<file path="src/rtl/comp_weight_loader_pkg.sv">
// comp_weight_loader_pkg
//   Shared definitions for the compensation weight loader: FSM state
//   encoding, weight width, default column depth and the parity helper.
package comp_weight_loader_pkg;

   typedef enum logic [1:0] {
      IDLE,
      READ,
      STREAM,
      DONE
   } state_t;

   localparam int unsigned WEIGHT_W     = 3;
   localparam int unsigned DEFAULT_ROWS = 8;

   // True when a returned memory word (weight plus parity bit) has an odd
   // number of ones, i.e. it breaks even parity.
   function automatic logic odd_ones(input logic [WEIGHT_W:0] word);
      return ^word;
   endfunction

endpackage

</file>
<file path="src/rtl/comp_weight_loader_if.sv">
// comp_weight_loader_if
//   Bundles the loader's control handshake, compensation-memory read bus and
//   CPE-column weight outputs.
//   master : the loader (drives memory reads, weights, status)
//   slave  : the environment (drives start/base_addr/abort, returns mem_rdata)
interface comp_weight_loader_if #(
   parameter int unsigned ADDR_W = 10
);
   import comp_weight_loader_pkg::*;

   logic                start;
   logic [ADDR_W-1:0]   base_addr;
   logic                abort;
   logic                mem_rd_en;
   logic [ADDR_W-1:0]   mem_addr;
   logic [WEIGHT_W:0]   mem_rdata;
   logic [WEIGHT_W-1:0] Compensation_Weight;
   logic                Compensation_Weight_out_valid;
   logic                busy;
   logic                done;
   logic                parity_err;

   modport master (
      input  start, base_addr, abort, mem_rdata,
      output mem_rd_en, mem_addr, Compensation_Weight,
             Compensation_Weight_out_valid, busy, done, parity_err
   );

   modport slave (
      output start, base_addr, abort, mem_rdata,
      input  mem_rd_en, mem_addr, Compensation_Weight,
             Compensation_Weight_out_valid, busy, done, parity_err
   );

endinterface

</file>
<file path="src/rtl/comp_weight_loader.sv">
// comp_weight_loader
//   Loads one column of ROWS compensation weights from memory and streams
//   them into the CPE column, deepest row first.
//   Ports:
//     clk  - clock, rising edge
//     rst  - asynchronous, active-high reset
//     bus  - comp_weight_loader_if.master: start/base_addr/abort request,
//            mem_rd_en/mem_addr/mem_rdata read bus, Compensation_Weight and
//            Compensation_Weight_out_valid column feed, busy/done/parity_err
//   Build option: define COMP_LOADER_PARITY_EN to check even parity of every
//   returned word; otherwise mem_rdata[3] is ignored and parity_err is 0.
module comp_weight_loader
   import comp_weight_loader_pkg::*;
#(
   parameter int unsigned ROWS   = DEFAULT_ROWS,
   parameter int unsigned ADDR_W = 10
) (
   input logic                 clk,
   input logic                 rst,
   comp_weight_loader_if.master bus
);

   localparam int unsigned CNT_W = (ROWS > 1) ? $clog2(ROWS) : 1;

   state_t              state_q, state_d;
   logic [CNT_W-1:0]    cnt_q;
   logic [ADDR_W-1:0]   base_q;
   logic                rd_act_q;   // reads still being issued
   logic                ret_q;      // mem_rdata carries a requested word
   logic                valid_q;
   logic [WEIGHT_W-1:0] weight_q;

   logic accept, abort_hit, last_valid;

   assign accept     = (state_q == IDLE) && bus.start && !bus.abort;
   assign abort_hit  = bus.abort && ((state_q == READ) || (state_q == STREAM));
   // Final weight is on the column and nothing remains in the read pipeline.
   assign last_valid = valid_q && !ret_q && !rd_act_q;

   always_ff @(posedge clk or posedge rst) begin
      if (rst) state_q <= IDLE;
      else     state_q <= state_d;
   end

   always_comb begin
      state_d = state_q;
      unique case (state_q)
         IDLE:    if (accept) state_d = READ;
         READ:    state_d = abort_hit ? IDLE : STREAM;
         STREAM:  if (abort_hit)       state_d = IDLE;
                  else if (last_valid) state_d = DONE;
         DONE:    state_d = IDLE;
         default: state_d = IDLE;
      endcase
   end

   always_comb begin
      bus.busy = 1'b0;
      bus.done = 1'b0;
      unique case (state_q)
         READ, STREAM: bus.busy = 1'b1;
         DONE:         bus.done = 1'b1;
         default:      ;
      endcase
      bus.mem_rd_en = rd_act_q;
      bus.mem_addr  = rd_act_q ? base_q + ADDR_W'(cnt_q) : '0;
   end

   // Read issue and one-cycle-latency return pipeline. Weights are captured
   // only from returned words, so the column value holds while valid is low.
   always_ff @(posedge clk or posedge rst) begin
      if (rst) begin
         cnt_q    <= '0;
         base_q   <= '0;
         rd_act_q <= 1'b0;
         ret_q    <= 1'b0;
         valid_q  <= 1'b0;
         weight_q <= '0;
      end else if (abort_hit) begin
         rd_act_q <= 1'b0;
         ret_q    <= 1'b0;
         valid_q  <= 1'b0;
      end else begin
         ret_q   <= rd_act_q;
         valid_q <= ret_q;
         if (ret_q) weight_q <= bus.mem_rdata[WEIGHT_W-1:0];
         if (accept) begin
            base_q   <= bus.base_addr;
            cnt_q    <= CNT_W'(ROWS - 1);
            rd_act_q <= 1'b1;
         end else if (rd_act_q) begin
            if (cnt_q == '0) rd_act_q <= 1'b0;
            else             cnt_q    <= cnt_q - CNT_W'(1);
         end
      end
   end

   assign bus.Compensation_Weight           = weight_q;
   assign bus.Compensation_Weight_out_valid = valid_q;

`ifdef COMP_LOADER_PARITY_EN
   logic perr_q;

   always_ff @(posedge clk or posedge rst) begin
      if (rst)                                perr_q <= 1'b0;
      else if (ret_q && odd_ones(bus.mem_rdata)) perr_q <= 1'b1;
   end

   assign bus.parity_err = perr_q;
`else
   logic unused_parity_bit;
   assign unused_parity_bit = bus.mem_rdata[WEIGHT_W];
   assign bus.parity_err    = 1'b0;
`endif

endmodule

</file>
<file path="src/flat_wrapper.sv">
// flat-port wrapper written by rule: the top's interface ports become plain ports
module comp_weight_loader_flat import comp_weight_loader_pkg::*;
#(
   parameter int unsigned ROWS   = DEFAULT_ROWS,
   parameter int unsigned ADDR_W = 10
)
  (clk, rst, bus_start, bus_base_addr, bus_abort, bus_mem_rdata, bus_mem_rd_en, bus_mem_addr, bus_Compensation_Weight, bus_Compensation_Weight_out_valid, bus_busy, bus_done, bus_parity_err);
  comp_weight_loader_if #(.ADDR_W(ADDR_W)) bus_i ();
  input logic clk;
  input logic rst;
  input wire logic [$bits(bus_i.start)-1:0] bus_start;
  input wire logic [$bits(bus_i.base_addr)-1:0] bus_base_addr;
  input wire logic [$bits(bus_i.abort)-1:0] bus_abort;
  input wire logic [$bits(bus_i.mem_rdata)-1:0] bus_mem_rdata;
  output wire logic [$bits(bus_i.mem_rd_en)-1:0] bus_mem_rd_en;
  output wire logic [$bits(bus_i.mem_addr)-1:0] bus_mem_addr;
  output wire logic [$bits(bus_i.Compensation_Weight)-1:0] bus_Compensation_Weight;
  output wire logic [$bits(bus_i.Compensation_Weight_out_valid)-1:0] bus_Compensation_Weight_out_valid;
  output wire logic [$bits(bus_i.busy)-1:0] bus_busy;
  output wire logic [$bits(bus_i.done)-1:0] bus_done;
  output wire logic [$bits(bus_i.parity_err)-1:0] bus_parity_err;
  assign bus_i.start = bus_start;
  assign bus_i.base_addr = bus_base_addr;
  assign bus_i.abort = bus_abort;
  assign bus_i.mem_rdata = bus_mem_rdata;
  assign bus_mem_rd_en = bus_i.mem_rd_en;
  assign bus_mem_addr = bus_i.mem_addr;
  assign bus_Compensation_Weight = bus_i.Compensation_Weight;
  assign bus_Compensation_Weight_out_valid = bus_i.Compensation_Weight_out_valid;
  assign bus_busy = bus_i.busy;
  assign bus_done = bus_i.done;
  assign bus_parity_err = bus_i.parity_err;
  comp_weight_loader #(.ROWS(ROWS), .ADDR_W(ADDR_W)) u_core (.clk(clk), .rst(rst), .bus(bus_i));
endmodule
</file>
<file path="config.mk">
export PLATFORM = sky130hd
export DESIGN_NAME = comp_weight_loader_flat
export DESIGN_NICKNAME = d
export VERILOG_FILES = /design/src/rtl/comp_weight_loader_pkg.sv /design/src/rtl/comp_weight_loader_if.sv /design/src/rtl/comp_weight_loader.sv /design/src/flat_wrapper.sv
export SDC_FILE = /design/constraint.sdc
export NUM_CORES = 1
export LEC_CHECK = 0
export CAP_MARGIN = 10
export CORE_UTILIZATION = 44
export CTS_CLUSTER_DIAMETER = 150
export DETAILED_ROUTE_END_ITERATION = 7
export HOLD_SLACK_MARGIN = 0.1
export PLACE_DENSITY = 0.74
export SYNTH_ARGS = -nofsm -noshare
export SYNTH_HDL_FRONTEND = slang
export SYNTH_SLANG_ARGS = --single-unit
</file>
<file path="constraint.sdc">
create_clock -name clk -period 2.1 [get_ports clk]
set_clock_uncertainty 0.2 [all_clocks]
set_input_delay 0.21 -clock clk [delete_from_list [all_inputs] [get_ports clk]]
set_output_delay 0.21 -clock clk [all_outputs]
set_load 0.02 [all_outputs]
</file>
### Word level (Yosys, flattened, before mapping)

Cells that the tools add are included.

* output and inout port bits: 18
* logic and storage cells: 50
* bits in registers: 21
* input port bits: 18

* multiplexer cells: 17
* bitwise logic cells: 1
* equal/unequal tests: 6
* reduce and logical (&&, ||, !) cells: 17
* $add $sub $neg: 2

Operators by type and width (count)
* 10-bit by 3-bit adder with 10-bit output: 1
* 10-bit 2-to-1 mux: 1
* 3-bit 2-to-1 mux: 3
* 1-bit 2-to-1 mux: 8
* 2-bit 2-to-1 mux: 4
* 2-bit one-hot mux with 4 select lines: 1
* 2-bit AND reduction: 3
* 1-bit logical AND: 5
* 2-bit == test, second input constant: 2
* 2-bit by 1-bit inequality test with 1-bit output, second input constant: 2
* 1-bit zero test: 3
* 3-bit zero test: 1
* 3-bit by 1-bit inequality test with 1-bit output, second input constant: 1
* 3-bit AND reduction: 1
* 3-bit by 1-bit subtractor with 3-bit output, second input constant: 1
* 2-bit by 1-bit == test with 1-bit output, second input constant: 1
* 2-bit zero test: 1
* 2-bit nonzero test: 1
* 2-bit OR reduction: 1
* 1-bit logical OR: 1
* 1-bit inverter: 1

### Depth between registers and ports, before layout

Gate-level depths: netlist of the first run.

* depth in word-level cells: 6
* mapped depth: 7
* mapped depth without buffers: 7

### Worst setup path before layout of the first run

Ideal clock, no wire load.

* path kind: reg-to-output
* start: register u_core.base_q[1]
* end: output bus_mem_addr[3]
* data arrival time: 1677 ps
* data required time: 1690 ps
* stages on the path, launching flop included: 5
* slack: 13 ps
* buffers on the path: 0
* cell sequence: dfrtp_1 -> ha_1 -> a211oi_2 -> o21ai_0 -> a21boi_0

* longest elaborated chain between the ends: 2

RTL lines
* from (decl): RTL line comp_weight_loader.sv:27 `logic [ADDR_W-1:0] base_q;`
* from (signal assigned): RTL line comp_weight_loader.sv:88 `base_q <= bus.base_addr;`
* 10-bit by 3-bit adder with 10-bit output: RTL line comp_weight_loader.sv:66 `bus.mem_addr = rd_act_q ? base_q + ADDR_W'(cnt_q) : '0;`
* 10-bit 2-to-1 mux: RTL line comp_weight_loader.sv:66
* to (decl): RTL line flat_wrapper.sv:16 `output wire logic [$bits(bus_i.mem_addr)-1:0] bus_mem_addr;`

Every way passes these cells.

### Final worst setup path of the first run

* start: register u_core.cnt_q[1]
* end: output bus_mem_addr[9]

* longest elaborated chain between the ends: 2

RTL lines
* from (decl): RTL line comp_weight_loader.sv:26 `logic [CNT_W-1:0] cnt_q;`
* from (signal assigned): RTL line comp_weight_loader.sv:89 `cnt_q <= CNT_W'(ROWS - 1);`
* from (signal assigned): RTL line comp_weight_loader.sv:93 `else cnt_q <= cnt_q - CNT_W'(1);`
* 10-bit by 3-bit adder with 10-bit output: RTL line comp_weight_loader.sv:66
* 10-bit 2-to-1 mux: RTL line comp_weight_loader.sv:66

Every way passes these cells.

==> flow_summary.rst, run 1 <==
.. list-table::
   :header-rows: 1

   * - Metric
     - Value
   * - Asr flop ratio synth
     - 1.000
   * - Layout net count
     - 189
   * - Family with the most delay on the worst path
     - flip-flops
   * - Routed via count
     - 941
   * - Highest attainable clock frequency
     - 421.5 MHz
   * - Sequential share of power
     - 0.280
   * - Gate count after technology mapping
     - 111
   * - Deepest clock path buffer count
     - 2
   * - Drt first-iter violations
     - 7
   * - Logic depth of the worst setup path including buffers
     - 6
   * - Vias in the first global route
     - 912
   * - Share of the synthesized area in compound gates (AO/OA/AOI/OAI)
     - 0.06458
   * - Number of distinct library cells after synthesis
     - 33
   * - Nature of the critical path endpoint
     - primary output
   * - Crit path to
     - bus_mem_addr[9]
   * - Number of clock buffers inserted by TritonCTS
     - 3
   * - Violated checks
     - setup timing
   * - Crit path launch
     - u_core.cnt_q[1]
   * - Register clock-pin slew on the reported worst setup and hold paths
     - 0.12 ns
   * - Area of the die
     - 3034 um^2
   * - Hold_ws
     - 0.3208 ns
   * - Number of flops mapped to enable cells by yosys
     - 0
   * - Net Sw Frac
     - 0.4132
   * - Number of levels the H-tree was split into
     - 1
   * - Diode insertion count for antenna repair
     - 0
   * - Fraction of the cycle the final worst path needs
     - 1.130
   * - Final Power
     - 2.724 mW
   * - Number of flip-flops and latches in the synthesized netlist
     - 21
   * - Number of antenna violations at the first check in global routing
     - 0
   * - Critical register-to-register path startpoint
     - u_core.state_q[0]
   * - Worst EP arrival
     - 1.96 ns
   * - Post-route ant nets
     - 0
   * - GRT overflow
     - 0
   * - Accumulated negative setup slack
     - -1.621 ns
   * - Share of final-layout standard cells stronger than drive strength 1
     - 0.3208
   * - Average wire length per cell after detail routing
     - 12.40 um
   * - Post-route cell area
     - 1749 um^2
   * - HPWL after DPL
     - 1849 um
   * - Number of top-level pins
     - 36
   * - Total wire length
     - 2344 um
   * - Maximum Capacitance Violations
     - 0
   * - Largest net degree at the start of global routing
     - 22
   * - Endpoint of the lowest-slack register-to-register path
     - u_core.bus.Compensation_Weight[2]
   * - Top flip-flop cell by instance count after synthesis
     - dfrtp_1
   * - Via density
     - 4.979
   * - Proportion of synthesized area in mux cells
     - 0.1271
   * - Post-synthesis net count
     - 140
   * - Sinks on the clock net
     - 21
   * - Post-CTS setup repair buffer count
     - 0
   * - Proportion of synthesized chip area in sequential cells
     - 0.4238
   * - Xor/xnor cell area share of the yosys netlist
     - 0.05651
   * - FF/Latch Area
     - 526.8 um^2
   * - Final slew viol count
     - 0
   * - Final number of hold-violating endpoints
     - 0
   * - Internal power
     - 1.598 mW
   * - Setup violations, final
     - 8
   * - Crit path launch type
     - register
   * - Simple-Gate Fraction of Synth Area
     - 0.1705
   * - Slowest cell on crit path
     - dfrtp_1
   * - # rows
     - 18
   * - Crit path kind
     - register to primary output
   * - Area of the mapped netlist
     - 1240 um^2
   * - Multi-input gate area in the final layout
     - 699.4 um^2
   * - Power density over the cells
     - 1557 nW/um^2
   * - Starting density of the core
     - 0.4829
   * - Adder and majority cell fraction of the synthesized area
     - 0.1171
   * - First-pass GRT wire length
     - 3864 um
   * - FF-to-FF setup slack
     - 0.21 ns
   * - Relative area change from synthesis to final layout
     - 41.07%
   * - List of cells traversed by the critical path
     - ha_1 > a211oi_4 > nor4b_2 > xor2_1 > and2_1 > buf_6
   * - Class of the worst hold path
     - input pin to register
   * - Master cell of the clock root buffer
     - clkbuf_4
   * - Combinational Power Share
     - 0.648
   * - Clock latency on the worst-skew pair
     - 0.29 ns
   * - Main combinational cell family by area after synthesis
     - simple AND/OR/NAND/NOR gates
   * - Y dimension of the die
     - 55.09 um
   * - Critical path buffers and inverters
     - 1
   * - Leakage
     - 0.8055 nW
   * - Post-route DRC violation count
     - 0
   * - TritonRoute pass-1 iters
     - 2
   * - Largest stage delay, worst path
     - 0.43 ns
   * - Mean cell area of the mapped netlist
     - 11.17 um^2
   * - Final critical-path required period
     - 2.373 ns
   * - Critical path data required time
     - 1.69 ns
   * - Fillers
     - 208
   * - Switching Power
     - 1.126 mW
   * - Hold-critical path depth
     - 2
   * - GRT Util Overall
     - 0.1778
   * - Yosys Warn Count
     - 0
   * - Core outline area
     - 2567 um^2
   * - Slack of the critical path
     - -0.2725 ns
   * - Part of the total power dissipated in the clock network
     - 0.071
   * - Horizontal extent of the die
     - 55.09 um
   * - Outcome
     - finished, violations left
   * - Worst vdd ir
     - 0.9874 mV
   * - Final weighted congestion of routability-driven global placement
     - 0.7405
   * - Maximum fanout encountered on the critical timing path
     - 5
   * - RSZ-0062 raised after global routing
     - true
   * - Depth of the most critical reg-to-reg path
     - 5
   * - Instance area after placement
     - 1693 um^2
   * - Count of buffers inserted at the top-level ports
     - 33
   * - TritonCTS clock tree
     - yes
[placed cells by master (no fill, tap or decap), types with 3 or more instances in the layout]
cell type / instances
and2_1: 9
buf_4: 18
buf_6: 4
clkbuf_4: 3
clkdlybuf4s50_1: 22
dfrtp_1: 20
ha_1: 9
inv_1: 6
mux2_2: 14
nand2_1: 8
nor2_1: 3
o21ai_1: 3
xnor2_1: 4
xor2_1: 4
[per-layer routing]
layer	up-vias	part of all wire	GRT usage
met4	0	0.0043	0.01250
li1	468	-	-
met3	2	0.046	0.03552
met5	-	0	0
met1	449	0.49	0.2491
met2	22	0.46	0.2952
[worst min path at each step]
| stage | start | to | slack (ns) |
|---|---|---|---|
| after floorplan | rst | u_core.base_q[0] | -0.01 |
| after global placement | u_core.bus.Compensation_Weight[2] | u_core.bus.Compensation_Weight[2] | 0.29 |
| after detailed placement | u_core.bus.Compensation_Weight[1] | u_core.bus.Compensation_Weight[1] | 0.30 |
| after CTS | bus_base_addr[6] | u_core.base_q[6] | 0.31 |
| after global routing | bus_mem_rdata[1] | u_core.bus.Compensation_Weight[1] | 0.31 |
| final | bus_base_addr[6] | u_core.base_q[6] | 0.32 |
[cells by family (layout without fill, tap and decap cells)]
kind of cell	Yosys count	in the layout
other cells	1	1
flops	21	21
fa+ha+maj	11	11
simple gates	34	34
buf+inv	11	59
mux	14	14
xor+xnor	8	8
compound gates	11	11
[synthesized netlist by cell type, types with 2 or more instances]
library cell / count / area [um^2]
dfrtp_1: 21 / 525.5
mux2_2: 14 / 157.7
ha_1: 10 / 125.1
and2_1: 9 / 56.30
nand2_1: 8 / 30.03
inv_1: 7 / 26.28
o21ai_0: 4 / 20.02
xnor2_1: 4 / 35.03
xor2_1: 4 / 35.03
nor2_1: 3 / 11.26
nor2b_1: 3 / 18.77
clkbuf_1: 2 / 7.510
nand3_1: 2 / 10.01
[flip-flops by register name, indices dropped and copies added (netlist names)]
name / cells
u_core.bus.Compensation_Weight: 3
u_core.ret_q: 1
u_core.base_q: 10
u_core.bus.Compensation_Weight_out_valid: 1
u_core.state_q: 2
u_core.bus.mem_rd_en: 1
u_core.cnt_q: 3
[area by class of cell]
class	count	share of cell area
clock buffers	4	0.01502
inverters	7	0.01502
repair buffers	48	0.2475
flip-flops and latches	21	0.3011
multi-input cells	79	0.3999
well taps	30	0.02146
[through the flow]
step,util,setup WS [ns],cells
after floorplan,-,0.01292,111
after global placement,0.6594,-0.4454,184
after detailed placement,0.6594,-0.4738,184
after CTS,0.6759,-0.2818,189
after global routing,0.6813,-0.3802,189
final,0.6813,-0.2725,189
[power groups by stage]
stage	clock (mW)	combinational (mW)	sequential, mW
global placement	0	1.66	0.764
floorplan	0	0.976	0.796
finish	0.195	1.77	0.763
CTS	0.200	1.76	0.766
global route	0.215	1.96	0.790
detailed placement	0	1.69	0.774
[what timing repair did]
item / 4_1_cts / 5_1_grt
hold buffers: 1 / 0
endpoints found under the setup margin: 11 / 9
gates resized for setup: 60 / 5
pin swaps: 8 / 1
endpoints found under the hold margin: 21 / 0
cloned: 0 / 0
Power figures use the tool's default switching activity.
==> run 2, diff against run 1 <==
- SLEW_MARGIN: default -> 10
==> results of run 2 <==
Same layout as run 1: the final DEF is identical, and so are final timing and power.
==> run 3, diff against run 2 <==
- SLEW_MARGIN: 10 -> 20
==> results of run 3 <==
Same layout as run 1: the final DEF is identical, and so are final timing and power.
